**src/rtl/scr1_dmi_hs.sv**
```systemverilog
// DTM-side Debug Module Interface with a multi-cycle request/response
// handshake towards the Debug Module. Owns the DTMCS / DMI data registers,
// the sticky dmistat, dmireset / dmihardreset and a response timeout.
//
// Handshake: dmi_req is a registered valid that rises one cycle after an
// accepted DMI update and stays high, with dmi_wr/dmi_addr/dmi_wdata frozen,
// until the DM answers with dmi_resp (one-cycle strobe, sampled only while
// dmi_req=1). dmi_err and dmi_rdata are meaningful only in that cycle, and
// dmi_rdata only for reads. A timeout or dmihardreset also ends the request.
module scr1_dmi_hs #(
  parameter int AW        = 7,
  parameter int DW        = 32,
  parameter int CH_ID_W   = 2,
  parameter int DTMCS_ID  = 1,
  parameter int DMI_ID    = 2,
  parameter int IDLE_HINT = 1,
  parameter int TIMEOUT   = 255
) (
  input  logic               clk,
  input  logic               rst_n,
  input  logic               dtm_ch_sel,
  input  logic [CH_ID_W-1:0] dtm_ch_id,
  input  logic               dtm_ch_capture,
  input  logic               dtm_ch_shift,
  input  logic               dtm_ch_update,
  input  logic               dtm_ch_tdi,
  output logic               dtm_ch_tdo,
  output logic               dmi_req,
  output logic               dmi_wr,
  output logic [AW-1:0]      dmi_addr,
  output logic [DW-1:0]      dmi_wdata,
  input  logic               dmi_resp,
  input  logic               dmi_err,
  input  logic [DW-1:0]      dmi_rdata
);

  localparam int DRW   = AW + DW + 2;
  localparam int CNT_W = (TIMEOUT > 1) ? $clog2(TIMEOUT) : 1;

  typedef enum logic {
    ST_IDLE = 1'b0,
    ST_REQ  = 1'b1
  } state_e;

  state_e             state_q, state_d;
  logic [CNT_W-1:0]   cnt_q, cnt_d;
  logic [DRW-1:0]     dr_q, dr_d;
  logic [1:0]         stat_q, stat_d;
  logic [DW-1:0]      rdata_q, rdata_d;
  logic [AW-1:0]      addr_q, addr_d;
  logic [DW-1:0]      wdata_q, wdata_d;
  logic               wr_q, wr_d;

  logic               is_dtmcs;
  logic               is_dmi;
  logic               busy;
  logic [1:0]         dr_op;
  logic [31:0]        dtmcs_cap;

  assign is_dtmcs  = (dtm_ch_id == CH_ID_W'(DTMCS_ID));
  assign is_dmi    = (dtm_ch_id == CH_ID_W'(DMI_ID));
  assign busy      = (state_q == ST_REQ);
  assign dr_op     = dr_q[1:0];
  // version 1, abits, dmistat, idle hint; dmireset/dmihardreset read as 0
  assign dtmcs_cap = {14'd0, 2'b00, 1'b0, 3'(IDLE_HINT), stat_q, 6'(AW), 4'd1};

  // Next-state logic: DR chain, request FSM, sticky status and latched fields
  always_comb begin
    state_d = state_q;
    cnt_d   = cnt_q;
    dr_d    = dr_q;
    stat_d  = stat_q;
    rdata_d = rdata_q;
    addr_d  = addr_q;
    wdata_d = wdata_q;
    wr_d    = wr_q;

    // DR chain: capture wins over shift; unknown chains behave as 1-bit bypass
    if (dtm_ch_sel && dtm_ch_capture) begin
      if (is_dtmcs) begin
        dr_d = DRW'(dtmcs_cap);
      end else if (is_dmi) begin
        dr_d = {addr_q, rdata_q, (busy ? 2'b11 : stat_q)};
        // a host that reads while busy must see the sticky busy error later
        if (busy && (stat_d == 2'd0)) stat_d = 2'd3;
      end else begin
        dr_d = '0;
      end
    end else if (dtm_ch_sel && dtm_ch_shift) begin
      if (is_dtmcs) begin
        dr_d = DRW'({dtm_ch_tdi, dr_q[31:1]});
      end else if (is_dmi) begin
        dr_d = {dtm_ch_tdi, dr_q[DRW-1:1]};
      end else begin
        dr_d = DRW'(dtm_ch_tdi);
      end
    end

    // Request FSM: a response ends the request, otherwise the timeout may
    case (state_q)
      ST_REQ: begin
        if (dmi_resp) begin
          state_d = ST_IDLE;
          cnt_d   = '0;
          if (!wr_q) rdata_d = dmi_rdata;
          if (dmi_err && (stat_d == 2'd0)) stat_d = 2'd2;
        end else if ((TIMEOUT != 0) && (cnt_q == CNT_W'(TIMEOUT - 1))) begin
          state_d = ST_IDLE;
          cnt_d   = '0;
          if (stat_d == 2'd0) stat_d = 2'd2;
        end else begin
          cnt_d = cnt_q + CNT_W'(1);
        end
      end
      default: begin
        cnt_d = '0;
      end
    endcase

    // DMI update: sticky status blocks everything, busy flags an overrun
    if (dtm_ch_sel && dtm_ch_update && is_dmi) begin
      if (stat_q != 2'd0) begin
        stat_d = stat_d;
      end else if (busy) begin
        if (stat_d == 2'd0) stat_d = 2'd3;
      end else if ((dr_op == 2'd1) || (dr_op == 2'd2)) begin
        addr_d  = dr_q[DRW-1:DW+2];
        wdata_d = dr_q[DW+1:2];
        wr_d    = (dr_op == 2'd2);
        state_d = ST_REQ;
        cnt_d   = '0;
      end
    end

    // DTMCS update: dmireset clears status; dmihardreset also drops the request
    // and discards any response arriving in the same cycle
    if (dtm_ch_sel && dtm_ch_update && is_dtmcs) begin
      if (dr_q[16]) stat_d = 2'd0;
      if (dr_q[17]) begin
        stat_d  = 2'd0;
        state_d = ST_IDLE;
        cnt_d   = '0;
        rdata_d = rdata_q;
      end
    end
  end

  // State registers with asynchronous clear
  always_ff @(posedge clk or negedge rst_n) begin
    if (!rst_n) begin
      state_q <= ST_IDLE;
      cnt_q   <= '0;
      dr_q    <= '0;
      stat_q  <= 2'd0;
      rdata_q <= '0;
      addr_q  <= '0;
      wdata_q <= '0;
      wr_q    <= 1'b0;
    end else begin
      state_q <= state_d;
      cnt_q   <= cnt_d;
      dr_q    <= dr_d;
      stat_q  <= stat_d;
      rdata_q <= rdata_d;
      addr_q  <= addr_d;
      wdata_q <= wdata_d;
      wr_q    <= wr_d;
    end
  end

  assign dtm_ch_tdo = dr_q[0];
  assign dmi_req    = (state_q == ST_REQ);
  assign dmi_wr     = wr_q;
  assign dmi_addr   = addr_q;
  assign dmi_wdata  = wdata_q;

endmodule

```
**config.mk**
```make
export PLATFORM = sky130hd
export DESIGN_NAME = scr1_dmi_hs
export DESIGN_NICKNAME = d
export VERILOG_FILES = /design/src/rtl/scr1_dmi_hs.sv
export SDC_FILE = /design/constraint.sdc
export NUM_CORES = 1
export LEC_CHECK = 0
export CELL_PAD_IN_SITES_DETAIL_PLACEMENT = 1
export CELL_PAD_IN_SITES_GLOBAL_PLACEMENT = 1
export CORE_MARGIN = 3
export CORE_UTILIZATION = 43
export CTS_CLUSTER_SIZE = 12
export DETAILED_ROUTE_END_ITERATION = 8
export PLACE_DENSITY_LB_ADDON = 0.3
export RECOVER_POWER = 50
export SYNTH_ARGS = -nofsm -noshare
export SYNTH_HDL_FRONTEND = slang
export SYNTH_SLANG_ARGS = --single-unit
```
**constraint.sdc**
```tcl
create_clock -name clk -period 2.1 [get_ports clk]
set_clock_uncertainty 0.1 [all_clocks]
set_input_delay 0.315 -clock clk [delete_from_list [all_inputs] [get_ports clk]]
set_output_delay 0.315 -clock clk [all_outputs]
set_load 0.01 [all_outputs]
```
==> results of run 1 <==
==> worst max-delay path, stage by stage <==
cell	delay, ns
clkdlybuf4s50_1	0.49
and2_1	0.27
nor2_4	0.56
a22oi_1	0.19
o21ai_0	0.31
==> registers in the layout, summed over array words and instances, names as in the netlist <==
| name | flops |
|---|---|
| rdata_q | 32 |
| stat_q | 2 |
| dmi_wdata | 32 |
| dmi_addr | 7 |
| cnt_q | 8 |
| dmi_wr | 1 |
| dr_q | 41 |
| dmi_req | 1 |
==> layout make-up <==
class	instances	area share
inverters	3	0.00162
clock inverters	6	0.0115
multi-input cells	257	0.282
clock buffers	26	0.0763
flip-flops and latches	124	0.447
well taps	143	0.0258
repair buffers	112	0.156
==> synth_stat cells, drive strengths merged (2+ instances only) <==
cell type    n  area share
dfrtp      124        0.60
mux2        73        0.16
nand2       44       0.032
o21ai       37       0.036
a22oi       26       0.038
nor2        15       0.012
buf         14       0.016
clkbuf       9      0.0065
mux2i        9       0.017
nor3b        5      0.0073
nand3        4      0.0039
o41ai        4      0.0068
xnor2        4      0.0068
ha           3      0.0073
inv          3      0.0022
nand4        3      0.0036
nor2b        3      0.0041
xor2         3      0.0051
a22o         2      0.0034
o2111ai      2      0.0034
o22ai        2      0.0024
==> power by group through the flow <==
| stage | Sequential, mW | Clock [mW] | Combinational, mW |
|---|---|---|---|
| floorplan | 2.97 | 0 | 0.394 |
| finish | 3.03 | 2.98 | 0.811 |
| detailed placement | 3.05 | 0 | 0.813 |
| global route | 3.07 | 3.16 | 0.891 |
| global placement | 3.04 | 0 | 0.765 |
| CTS | 3.02 | 3.03 | 0.836 |
==> routing by layer <==
metal,vias to the layer above,share of wire,routed length [µm],track usage
met5,-,0,0,0
met4,0,0.015,218,0.0742
met3,16,0.039,568,0.0632
met2,87,0.54,7780,0.404
met1,1936,0.41,5840,0.272
li1,1679,-,-,-
==> per-stage QoR <==
step                       util  worst slack, ns  cell area, µm²  TNS (ns)
final                     0.600            0.128            6940         0
after global routing      0.600           0.0240            6940         0
after CTS                 0.602           0.0905            6960         0
after detailed placement  0.549           -0.164            6340     -5.46
after global placement    0.549           -0.101            6340     -2.47
after floorplan               -            0.298            5170         0
==> path summary, 6_finish.rpt <==
path	depth (start not counted)	endpoint	slack [ns]	start
setup / recovery	5	dr_q[24]$_DFFE_PN0P_	0.13	dtm_ch_sel
hold / removal	1	dmi_wdata[25]$_DFFE_PN0P_	0.38	dmi_wdata[25]$_DFFE_PN0P_
setup reg to reg	6	dmi_wdata[12]$_DFFE_PN0P_	0.13	dr_q[0]$_DFFE_PN0P_
hold reg to reg	1	dmi_wdata[25]$_DFFE_PN0P_	0.38	dmi_wdata[25]$_DFFE_PN0P_
max in group asynchronous	3	cnt_q[2]$_DFF_PN0_	0.33	rst_n
min in group asynchronous	2	dmi_wdata[16]$_DFFE_PN0P_	0.52	rst_n
==> timing repair <==
item,in CTS,in global routing
setup endpoints to repair,0,3
hold endpoints to repair,35,0
resized for setup,0,1
setup buffers,0,0
hold buffers,1,0
==> kinds of logic (layout without fill, tap and decap cells) <==
group / after synthesis / count (layout)
AOI/OAI and AO/OA: 82 / 82
xor gates and xnor gates: 7 / 7
adders and majority gates: 3 / 3
buffers and inverters: 26 / 147
DFF: 124 / 124
muxes: 82 / 82
and+or+nand+nor: 83 / 83
==> flow_summary.toml, run 1 <==
[synth]
syn_nets = 453
synth_seq_cells = 124
synth_top_family_by_area = "multiplexers"
syn_area_mm2 = 0.00517
synth_edf_count = 0
synthMuxAreaShare = 0.176
synth_compound_area_frac = 0.103
synth_fa_ha_area_frac = 0.00726
synth-main-ff-cell = "dfrtp_1"
yosysWarningCount = 0
async_flop_share = 1.00
synth-xor-area-share = 0.0119
postSynthCellCount = 407
syn_avg_cell_area_um2 = 12.7
ys_seq_area_frac = 0.600
synthDistinctLibCells = 44
synth_simple_gate_area_share = 0.0758

[floorplanning]
die-area_mm2 = 0.0134
die_x_um = 116
ios = 85
rows = 39
die_y_um = 116
start_util = 0.447
coreArea_mm2 = 0.0116

[timing]
setup_viol = 0
hold_viol = 0
max_freq_mhz = 507
relSlewSlack = 0.320
worstMarginPinSlew_ns = 1.02
period_needed_ns = 1.97
fin_crit_sh = 0.939
fin_hold_ws_ns = 0.383
slew_viol_final = 0
grt_setup_unrepaired = "no"

[layout]
drive_gt1_frac = 0.125
nets = 561
fin_cells = 671
layout_common_cells = "124 x dfrtp_1, 74 x clkdlybuf4s50_1, 67 x mux2_1"
nFillCells = 1155
n_antenna_cell = 0
final_common_cell = "dfrtp_1"
multiInputGateArea_mm2 = 0.00195
ff_latch_area_mm2 = 0.00310
syn_to_final_growth_pct = 34.2

[pwr]
sw_frac_of_total = 0.243
power.total_mw = 6.82
clkPwrFrac = 0.437
power_frac_seq = 0.444
p_switching_mw = 1.66
p_int_mw = 5.16
power.density_mw_per_mm2 = 983
ir_drop_uv = 530
combinationalPowerShare = 0.119
p_leak_nw = 3.17

[detailed_routing]
drtIter0Drc = 158
wirelength_mm = 14.4
viasPerCell = 5.54
wl_per_cell_um = 21.5
dr.pass1.iters = 4
routed-via-count = 3718
ant_nets = 0
drc = 0

[flow_run]
drv_cap = 0

[grt]
grt_pass1_wl_mm = 22.8
antenna_found_initial = 0
grt_max_degree = 47
overflow = 0
grt_pass1_vias = 4150
grt_usage = 0.229

[setup_path]
end_kind = "flop"
critPathLaunchType = "primary input"
worst-path-max-fanout = 26
path_class = "primary input to flop"
cp.required_ns = 2.30
critical_path_arrival_ns = 2.17

[clocking]
cts_tree = "done"
insertion_delay_ns = 0.42
clkSinkCount = 124
cts_root_buffer = "clkbuf_16"
clk_pin_slew_ns = 0.05
clk_path_buf_depth = 2
numCtsBuffers = 17
htreeDepth = 4

[placement]
hpwlAfterDp_mm = 9.47
placed_cells = 638
io_buffers = 84
gp_congestion = 0.845

[outcome]
status = "finished, final reports clean"

[worst_hold_path]
hp-class = "flop to flop"
No activity file was read; power rests on OpenSTA's default activity.
==> run 2: changes to the inputs <==
Settings changed: CORE_UTILIZATION 43 to 39, HOLD_SLACK_MARGIN from default to 0.06.
Clock period 2.1 ns to 1.8 ns, I/O delays scaled along.
==> run 2 against run 1 <==
The run now ends with negative setup slack left. Core utilization is 1.2 points lower. Combinational power is 39% higher. Worst hold slack worse by 0.11 ns. Routed wire length is 12% higher. Highest routed layer unchanged. Sequential share of layout area is 3.4 points lower. Flip-flop and latch count stayed put. Register-to-register slack worse by 0.27 ns. Non-clock buffer count is 27 higher.
==> flow_summary.toml, run 2 (synthesis results as in run 1) <==
[outcome]
status = "complete, but fails checks"
violations = "negative setup slack"

[detailed_routing]
dr.pass1.iters = 4
ant_nets = 0
routed-wl-met2_mm = 8.65
viasPerCell = 5.48
routed-via-count = 3977
wirelength_mm = 16.1
wl_met1_mm = 6.26
drtIter0Drc = 238
highest_layer = "met4"
wl_per_cell_um = 22.2
drc = 0
dr_wl_met3_um = 789

[setup_path]
cp.required_ns = 2.00
rrSetupSlack_ns = -0.14
path_class = "flop to flop"
r2r_cells = 7
worst-path-max-fanout = 7
r2r_end = "dmi_wdata[17]$_DFFE_PN0P_"
critical_path_arrival_ns = 2.14
timing.rr.start = "dr_q[0]$_DFFE_PN0P_"
end_kind = "flop"
critPathLaunchType = "flop"

[clocking]
clk_path_buf_depth = 2
numCtsBuffers = 17
insertion_delay_ns = 0.42
htreeDepth = 4
cts_root_buffer = "clkbuf_16"
cts_tree = "done"
clk_pin_slew_ns = 0.06
clkSinkCount = 124

[layout]
syn_to_final_growth_pct = 45.2
fin_area_mm2 = 0.00750
final_common_cell = "dfrtp_1"
regMostFlops = "dr_q"
layout_common_cells = "124 x dfrtp_1, 80 x clkdlybuf4s50_1, 44 x nand2_1"
fin_cells = 726
nets = 588
n_antenna_cell = 0
largest_reg_flops = 41
drive_gt1_frac = 0.245

[pwr]
p_int_mw = 6.32
power.total_mw = 8.30
clkPwrFrac = 0.438
ir_drop_uv = 570
combinationalPowerShare = 0.137
power_frac_seq = 0.425
sw_frac_of_total = 0.239
p_leak_nw = 3.48
p_switching_mw = 1.98
power.density_mw_per_mm2 = 1110

[placement]
post_dp_cell_area_mm2 = 0.00653
io_buffers = 84
hpwlAfterDp_mm = 9.28
placed_cells = 683
gp_congestion = 0.825

[timing]
grt_setup_unrepaired = "yes"
hold_viol = 0
fin_crit_sh = 1.08
fin_hold_ws_ns = 0.273
relSlewSlack = 0.489
period_needed_ns = 1.94
max_freq_mhz = 516
setup_viol = 40
setup_tns_ns = -4.32
slew_viol_final = 0
worstMarginPinSlew_ns = 0.764
worst_slack_ns = -0.138

[grt]
grt_pass1_wl_mm = 24.6
grt_max_degree = 44
antenna_found_initial = 0
grt_usage = 0.220
overflow = 0
grt_pass1_vias = 4436

[floorplanning]
die_x_um = 121
ios = 85
rows = 41
coreArea_mm2 = 0.0128
die-area_mm2 = 0.0147
die_y_um = 121
start_util = 0.405

[worst_hold_path]
hp-class = "primary input to async pin"

[flow_run]
drv_cap = 0
-- run 2: cell count changes in the layout (fill, tap and decap cells not counted), sizes merged --
cell           previous run  this run
clkbuf                   34        31
clkinvlp                  0         1
buf                      20        49
bufinv                    2         4
dlygate4sd3              10         1
clkdlybuf4s50            74        80
clkinv                    4         1
dlymetal6s2s              0         1
dlygate4sd2               0         2
-- run 2: area by class of cell --
cell class	instances	area [µm²]
Multi-Input combinational cell	257	2140
Inverter	3	11.3
Clock inverter	6	133
Sequential cell	124	3100
Fill cell	1238	5270
Tap cell	172	215
Clock buffer	25	495
Timing Repair Buffer	139	1400
-- run 2: power groups by stage --
| stage | registers, mW | logic, mW | clock network (mW) |
|---|---|---|---|
| floorplan | 3.47 | 0.460 | 0 |
| finish | 3.53 | 1.13 | 3.64 |
| detailed placement | 3.53 | 1.01 | 0 |
| global route | 3.57 | 1.23 | 3.82 |
| CTS | 3.50 | 1.10 | 3.67 |
| global placement | 3.50 | 0.959 | 0 |
-- run 2: worst max-delay path: stages (launching register included) --
cell and delay (ns):
dfrtp_1 0.40, inv_2 0.09, ha_4 0.21, nor4_4 0.16, nand4_1 0.16, buf_6 0.19
clkbuf_16 0.18, mux2_4 0.31
-- run 2: stage by stage --
step | utilization | setup WS (ns)
6_report | 0.587 | -0.138
5_1_grt | 0.587 | -0.163
4_1_cts | 0.578 | -0.106
3_5_place_dp | 0.511 | -0.336
3_3_place_gp | 0.511 | -0.248
2_1_floorplan | - | -0.00167
-- run 2: per-layer routing --
layer	GRT usage	vias up
li1	-	1742
met1	0.260	2082
met2	0.392	119
met3	0.0485	34
met4	0.0758	0
met5	0	-
-- run 2: what timing repair did --
item	CTS	global route
setup endpoints to repair	42	51
hold buffers	1	0
gates cloned	2	2
pin swaps	3	5
resized for setup	40	17
setup buffers	3	4
endpoints found under the hold margin	124	0
-- run 2: worst max path at each step --
stage	slack [ns]	startpoint	endpoint
floorplan	-0.002	dr_q[0]$_DFFE_PN0P_	dmi_addr[0]$_DFFE_PN0P_
global placement	-0.25	dtm_ch_capture	dr_q[31]$_DFFE_PN0P_
detailed placement	-0.34	dtm_ch_id[0]	rdata_q[5]$_DFFE_PN0P_
CTS	-0.11	dr_q[0]$_DFFE_PN0P_	dmi_wdata[7]$_DFFE_PN0P_
global route	-0.16	dr_q[0]$_DFFE_PN0P_	dmi_wdata[6]$_DFFE_PN0P_
finish	-0.14	dr_q[0]$_DFFE_PN0P_	dmi_wdata[17]$_DFFE_PN0P_
==> run 3: changes to the inputs <==
Settings changed: CAP_MARGIN from default to 25.
==> results of run 3 <==
The final DEF is identical to that of run 2; final timing and power are the same.
